<file path="src/rtl/xc_aesmix_seq.sv">
// Request-side sequencer for an xc_aesmix unit: splits a 128-bit AES state into
// four column requests, drives the valid/ready/flush protocol, reassembles the result.
module xc_aesmix_seq #(
  parameter logic [15:0] FILL = 16'h0000
) (
  input  logic         clock,
  input  logic         reset,
  input  logic         in_valid,
  output logic         in_ready,
  input  logic [127:0] in_state,
  input  logic         in_enc,
  input  logic         abort,
  output logic         out_valid,
  input  logic         out_ready,
  output logic [127:0] out_state,
  output logic         fu_valid,
  output logic [31:0]  fu_rs1,
  output logic [31:0]  fu_rs2,
  output logic         fu_enc,
  input  logic         fu_ready,
  input  logic [31:0]  fu_result,
  output logic         fu_flush,
  output logic [31:0]  fu_flush_data,
  input  logic [31:0]  flush_data
);

  typedef enum logic [1:0] {IDLE, ISSUE, DONE} state_t;

  state_t           state, state_nxt;
  logic [1:0]       col;
  logic             abort_pend;
  logic [3:0][31:0] res_buf;
  logic [3:0][31:0] cap_state;
  logic             cap_enc;
  logic [31:0]      cur_col;
  logic             fire;
  logic             stop;

  assign fire    = fu_valid && fu_ready;
  assign stop    = abort_pend || abort;
  assign cur_col = cap_state[col];

  // Request fields are driven straight from registers so they hold while stalled.
  assign in_ready      = (state == IDLE);
  assign fu_valid      = (state == ISSUE);
  assign out_valid     = (state == DONE);
  assign fu_rs1        = fu_valid ? {FILL, cur_col[15:0]} : 32'h0;
  assign fu_rs2        = fu_valid ? {cur_col[31:16], FILL} : 32'h0;
  assign fu_enc        = fu_valid && cap_enc;
  assign fu_flush      = fire;
  assign fu_flush_data = flush_data;
  assign out_state     = out_valid ? res_buf : 128'h0;

  always_ff @(posedge clock) begin
    if (reset) state <= IDLE;
    else       state <= state_nxt;
  end

  always_comb begin
    state_nxt = state;
    case (state)
      IDLE:    if (in_valid) state_nxt = ISSUE;
      ISSUE: begin
        if (fire) begin
          if (stop)           state_nxt = IDLE;
          else if (col == 2'd3) state_nxt = DONE;
        end
      end
      DONE:    if (out_ready || abort) state_nxt = IDLE;
      default: state_nxt = IDLE;
    endcase
  end

  always_ff @(posedge clock) begin
    if (reset) begin
      col        <= 2'd0;
      abort_pend <= 1'b0;
      res_buf    <= '0;
      cap_state  <= '0;
      cap_enc    <= 1'b0;
    end else begin
      case (state)
        IDLE: begin
          if (in_valid) begin
            cap_state  <= in_state;
            cap_enc    <= in_enc;
            col        <= 2'd0;
            abort_pend <= 1'b0;
          end
        end
        ISSUE: begin
          if (fire) begin
            if (stop) begin
              // Aborted operation leaves no key-dependent data behind.
              res_buf    <= '0;
              cap_state  <= '0;
              cap_enc    <= 1'b0;
              abort_pend <= 1'b0;
              col        <= 2'd0;
            end else begin
              res_buf[col] <= fu_result;
              if (col != 2'd3) col <= col + 2'd1;
            end
          end else if (abort) begin
            abort_pend <= 1'b1;
          end
        end
        DONE: begin
          if (out_ready || abort) begin
            res_buf   <= '0;
            cap_state <= '0;
            cap_enc   <= 1'b0;
            col       <= 2'd0;
          end
        end
        default: ;
      endcase
    end
  end

endmodule

</file>
<file path="config.mk">
export PLATFORM = sky130hd
export DESIGN_NAME = xc_aesmix_seq
export DESIGN_NICKNAME = d
export VERILOG_FILES = /design/src/rtl/xc_aesmix_seq.sv
export SDC_FILE = /design/constraint.sdc
export NUM_CORES = 1
export LEC_CHECK = 0
export ABC_AREA = 1
export BUFFER_PORTS_ARGS = -buffer_cell sky130_fd_sc_hd__buf_2
export CORE_AREA = 2 2 168 170
export CTS_CLUSTER_DIAMETER = 60
export DETAILED_ROUTE_END_ITERATION = 10
export DIE_AREA = 0 0 170 172
export PLACE_DENSITY = 0.77
export SLEW_MARGIN = 0
export SYNTH_ARGS = -nofsm -noshare
export SYNTH_HDL_FRONTEND = slang
export SYNTH_SLANG_ARGS = --single-unit
</file>
<file path="constraint.sdc">
create_clock -name clock -period 4.2 [get_ports clock]
set_input_delay 0 -clock clock [delete_from_list [all_inputs] [get_ports clock]]
set_output_delay 0 -clock clock [all_outputs]
set_load 0.02 [all_outputs]
</file>
=== Word level (Yosys, flattened, before mapping) ===
Cells that the tools add are included.

* Input port bits: 199
* Memory bits (read-only): 0
* Memory bits (writable): 0
* Bits in latches: 0
* Memories kept: 0
* Bits in registers: 262
* Output and inout bits: 229

* Reductions and logical operators: 14
* Multiplexer cells: 36
* Div/mod/pow operators: 0
* Magnitude comparators: 2
* Equality and inequality tests: 12
* Multiply operators: 0
* Shift-type cells: 0
* Add/sub/neg operators: 1
* Bitwise operators: 0

{| class="wikitable"
|+ Operator list
! operator !! count
|-
| $mux 128 || 7
|-
| $pmux 128 s3 || 1
|-
| $pmux 128 s2 || 1
|-
| $bwmux 128 || 1
|-
| $mux 32 || 3
|-
| $bmux 32 s2 || 1
|-
| $demux 32 s2 || 1
|-
| $mux 2 || 9
|-
| $mux 16 || 1
|-
| $pmux 2 s3 || 2
|-
| $reduce_and 5->1 || 2
|-
| $reduce_and 4->1 || 2
|-
| $mux 1 || 7
|-
| $ne 2x1->1 const B || 3
|-
| $ne 3x1->1 const B || 2
|-
| $ne 3x2->1 const B || 2
|-
| $eq 2x2->1 const B || 2
|-
| $ne 2x2->1 const B || 2
|-
| $reduce_bool 2->1 || 2
|-
| $logic_and 1x1->1 || 3
|-
| $lt 2x3->1 const B || 1
|-
| $pmux 1 s3 || 1
|-
| $reduce_and 3->1 || 1
|-
| $reduce_bool 3->1 || 1
|-
| other kinds (6) || 7
|}

=== Depth between registers and ports, before layout ===
* Depth in word-level cells: 8
* Gate-level depth with buffers: 10

=== Worst setup path before layout ===
No wires, ideal clock.

* Kind: register to register
* Start: register col[0]
* End: register res_buf[80] in the netlist's numbering
* Path slack: 2.363 ns
* Arrival: 1.766 ns
* Cell stages (with the launch flop): 11
* Required time: 4.130 ns
* Path buffers: 3
* Period minus slack after synthesis: 1.837 ns
* Cell sequence: dfxtp_1 > inv_1 > clkbuf_1 > clkbuf_1 > ha_1 > inv_1 > nand3_1 > nand3_1 > clkbuf_1 > nand2_1 > a21oi_1

* Longest elaborated chain between the ends: 8

{| class="wikitable"
|+ Ends and longest elaborated chain
! element !! RTL line !! RTL
|-
| start: declaration || 30 || <nowiki>logic [1:0] col;</nowiki>
|-
| start signal: assignment || 102 || <nowiki>if (col != 2'd3) col <= col + 2'd1;</nowiki>
|-
| $lt 2x3->1 (implied by the code) / $ge 2x1->1 (equally long branches) || 101 || <nowiki>res_buf[col] <= fu_result;</nowiki>
|-
| $logic_and 1x1->1 (implied by the code) || 101 ||
|-
| $mux 32 (implied by the code) || 101 ||
|-
| $demux 32 s2 (*) || 101 ||
|-
| $bwmux 128 (*) || 101 ||
|-
| $mux 128 (*) || 93 || <nowiki>if (stop) begin</nowiki>
|-
| $mux 128 (*) || 92 || <nowiki>if (fire) begin</nowiki>
|-
| $pmux 128 s2 (*) || 82 || <nowiki>case (state)</nowiki>
|-
| end signal: indexed assignment || 101 ||
|-
| end: declaration || 32 || <nowiki>logic [3:0][31:0] res_buf;</nowiki>
|}

Every way passes the cells marked *; elsewhere a longest branch is shown, timed or not. The select of a mux whose other input is x is not followed.
A chain may end at the register's enable or synchronous reset.

=== Worst setup path after layout ===
* Start: register state[0]
* End: register res_buf[60] in the netlist's numbering

* Longest elaborated chain between the ends: 4

{| class="wikitable"
|+ Ends and longest elaborated chain
! element !! RTL line !! RTL
|-
| start: declaration || 29 || <nowiki>state_t state, state_nxt;</nowiki>
|-
| start signal: assignment || 56 || <nowiki>else state <= state_nxt;</nowiki>
|-
| $eq 2x1->1 || 45, 82 ||
|-
| $logic_and 1x1->1 || 39 || <nowiki>assign fire = fu_valid && fu_ready;</nowiki>
|-
| $ne 2x1->1 (no source line) || - ||
|-
| $reduce_and 3->1 (no source line) || - ||
|}

Several ways; a longest one is shown, not always the timed one.

==> results.md <==
• **status** finished, final reports clean
• **Worst Hold Slack** 0.007771 ps
• **height of the chip** 172 um
• **number of nets still failing antenna checks after routing** 0
• **leading cell type in the layout, fill and taps excluded** nand2_1
• **peak ir drop on the vdd network** 0.0004714 V
• **Skew-Pair Late Insertion Delay** 550 ps
• **net switching fraction of the power** 44.85%
• **data required time at the worst endpoint** 4690 ps
• **final wirelength** 45.05 mm
• **worst relative slew slack** 24.22%
• **Final nets** 2691
• **Logic pwr share** 47.1%
• **power density relative to cell area** 646.5 nW/um^2
• **dpl ws** 1562 ps
• **post-detailed-route via-to-cell ratio** 5.244
• **CP Data Arrival Time** 3370 ps
• **Horiz. Die Dim** 170 um
• **sequential cell area fraction in the yosys report** 39.52%
• **sort of element at the end of the critical path** flop
• **max frequency** 347.4 MHz
• **number of antenna violations at the first check in global routing** 0
• **Residual DRC** 0
• **area of the core region** 27480 sq um
• **Worst Setup Path Type** reg2reg
• **Std-Cell Rows** 61
• **chain of cells forming the critical path** inv_1, ha_4, inv_2, o21ai_4, nand2_2, nor2_2, buf_4, nand2_1, a21oi_1, dlygate4sd3_1
• **Die Outline Area** 29240 sq um
• **sequential fraction of design power** 29.6%
• **wire per inst** 15.80 um
• **CTS tree** built
• **count of final setup violators** 0
• **vias after detailed routing** 14960
• **number of primary I/O pins** 428
• **Least-Margin Pin Slew** 1137 ps
• **critical path launch point type** flop
• **period utilization** 68.54%
• **Synth-to-Final Area Change** 29.64%
• **count of unique library cells instantiated by Yosys** 19
• **synthesis warning total** 0
• **commonest cells after routing, fill and taps aside** nand2_1, buf_2, a21oi_1, dfxtp_1, nor2_1
• **detailed-router iteration count before antenna repair** 8
• **sequential standard cell area** 5248 sq um
• **worst min-delay path category** in2out
• **biggest cell delay along the critical path** 570 ps
• **cell with the biggest individual delay on the critical path** ha_4
• **routability cong.** 0.8716
• **total standard cell area after synthesis** 13270 sq um
• **largest area contributor in the netlist** dfxtp_1
• **number of max-cap violations** 0
• **Initial Utilization** 48.30%
• **Port Buffers** 331
• **final count of pins violating max slew** 0
• **switching power** 4.989 mW
• **minimum clock period** 2879 ps
• **final worst clock skew** 8.918 ps
• **average cell area after synthesis** 6.257 sq um
• **TritonCTS Buffers** 31
• **maximum number of pins on one net before global-route repair** 198
• **CTS HTree Levels** 1
• **core occupancy in the finished layout** 62.62%
• **Fin Setup TNS** 0 ps
• **RSZ-0062 raised after global routing** false
• **first-pass GRT wire length** 69.72 mm
• **number of instances in the synthesized netlist** 2121
• **Initial DRC Count** 1751
• **final-report hold violation count** 0
• **number of storage elements in the synthesis netlist** 262
• **area fraction of the dominant cell type after synthesis** 39.52%
• **Final HPWL DP** 26.80 mm
• **clock slew seen by the registers of the worst setup and hold paths** 60 ps
• **leakage power of the design** 9.021 nW
• **leftover overflow at the end of global routing** 0
• **ratio of cells with drive above 1 in the final layout** 16.61%
• **critical path fanouts, max** 59
• **delay-heaviest family, CP** buffers and inverters
• **cell-internal power** 6.134 mW
• **overall power consumption** 11.12 mW
• **fill cell total of the finished layout** 2414
• **Worst Setup Slack, final** 1321 ps
• **buffer depth of the longest clock path** 3
• **CTS root buf** clkbuf_16
• **Buf+Inv Stages, Crit Path** 4
• **# clock sinks** 262
• **area occupied by multi-input gates** 6237 sq um
• **GR Util All Layers** 29.47%
• **cell types occupying the most area after synthesis** dfxtp_1, nand2_1, a21oi_1
• **Clk network pwr share** 23.3%
• **number of global-route vias before repair** 13710
-- final cells by class --
cell class | count | area share (%)
antenna | 1 | 0.01454
clock buffer | 46 | 5.185
clock inverter | 9 | 0.5091
inverter | 213 | 4.676
multi-input combinational | 1459 | 36.25
sequential | 262 | 30.50
tap | 346 | 2.516
timing repair buffer | 516 | 20.35
-- sequential cells by signal, summed over array words and instances (netlist names) --
register    count
state           2
cap_enc         1
abort_pend      1
cap_state     128
res_buf       128
col             2
-- path summary, 6_finish.rpt --
| check | slack (ps) | depth (start not counted) | from | to |
|---|---|---|---|---|
| min | 0.008 | 0 | flush_data[28] | fu_flush_data[28] |
| max reg2reg | 1320 | 10 | state[0]$_SDFFE_PP0P_ | res_buf[60]$_SDFFE_PP0P_ |
| max | 1320 | 10 | state[0]$_SDFFE_PP0P_ | res_buf[60]$_SDFFE_PP0P_ |
| min reg2reg | 460 | 2 | res_buf[105]$_SDFFE_PP0P_ | res_buf[105]$_SDFFE_PP0P_ |
-- layer usage --
metal,vias to the layer above,track usage (%),wire [um]
met2,848,49.83,21340
met4,0,15.83,2506
met5,-,0,0
met3,162,5.196,3795
li1,7171,-,-
met1,6775,35.89,17420
-- power groups by stage --
stage          Clock (mW)  Combinational (mW)  Sequential, mW
2_1_floorplan           0                3.87            3.25
3_3_place_gp            0                4.87            3.32
3_5_place_dp            0                4.94            3.33
4_1_cts              2.61                5.08            3.29
5_1_grt              2.73                5.82            3.34
6_report             2.59                5.24            3.29
-- cell usage after synthesis --
library cell	n
nand2_1	670
a21oi_1	309
dfxtp_1	262
nor2_1	255
inv_1	209
nand3_1	108
clkbuf_1	89
buf_4	64
o21ai_0	61
buf_2	50
buf_1	15
ha_1	9
o211ai_1	5
inv_2	4
nor2_2	4
nor2_4	3
nand2_2	2
conb_1	1
o21ai_4	1
-- through the flow --
step	cell area (sq um)	instances
final	17210	2852
after global routing	17200	2851
after CTS	17200	2851
after detailed placement	14560	2630
after global placement	14560	2630
after floorplan	13390	2152
-- kinds of logic after synthesis --
group	share of synthesized area, %
AO/OA/AOI/OAI	14.36
adder cells (fa/ha/maj)	0.8485
buffers and inverters	14.47
flip-flops	39.52
other	0.02826
AND/OR/NAND/NOR	30.77
-- timing repair --
action / in CTS / in global routing
endpoints found under the hold margin: 261 / 0
resized for setup: 0 / 0
buffers inserted: 0 / 0
hold buffers: 166 / 0
No activity file was read; power rests on OpenSTA's default activity.
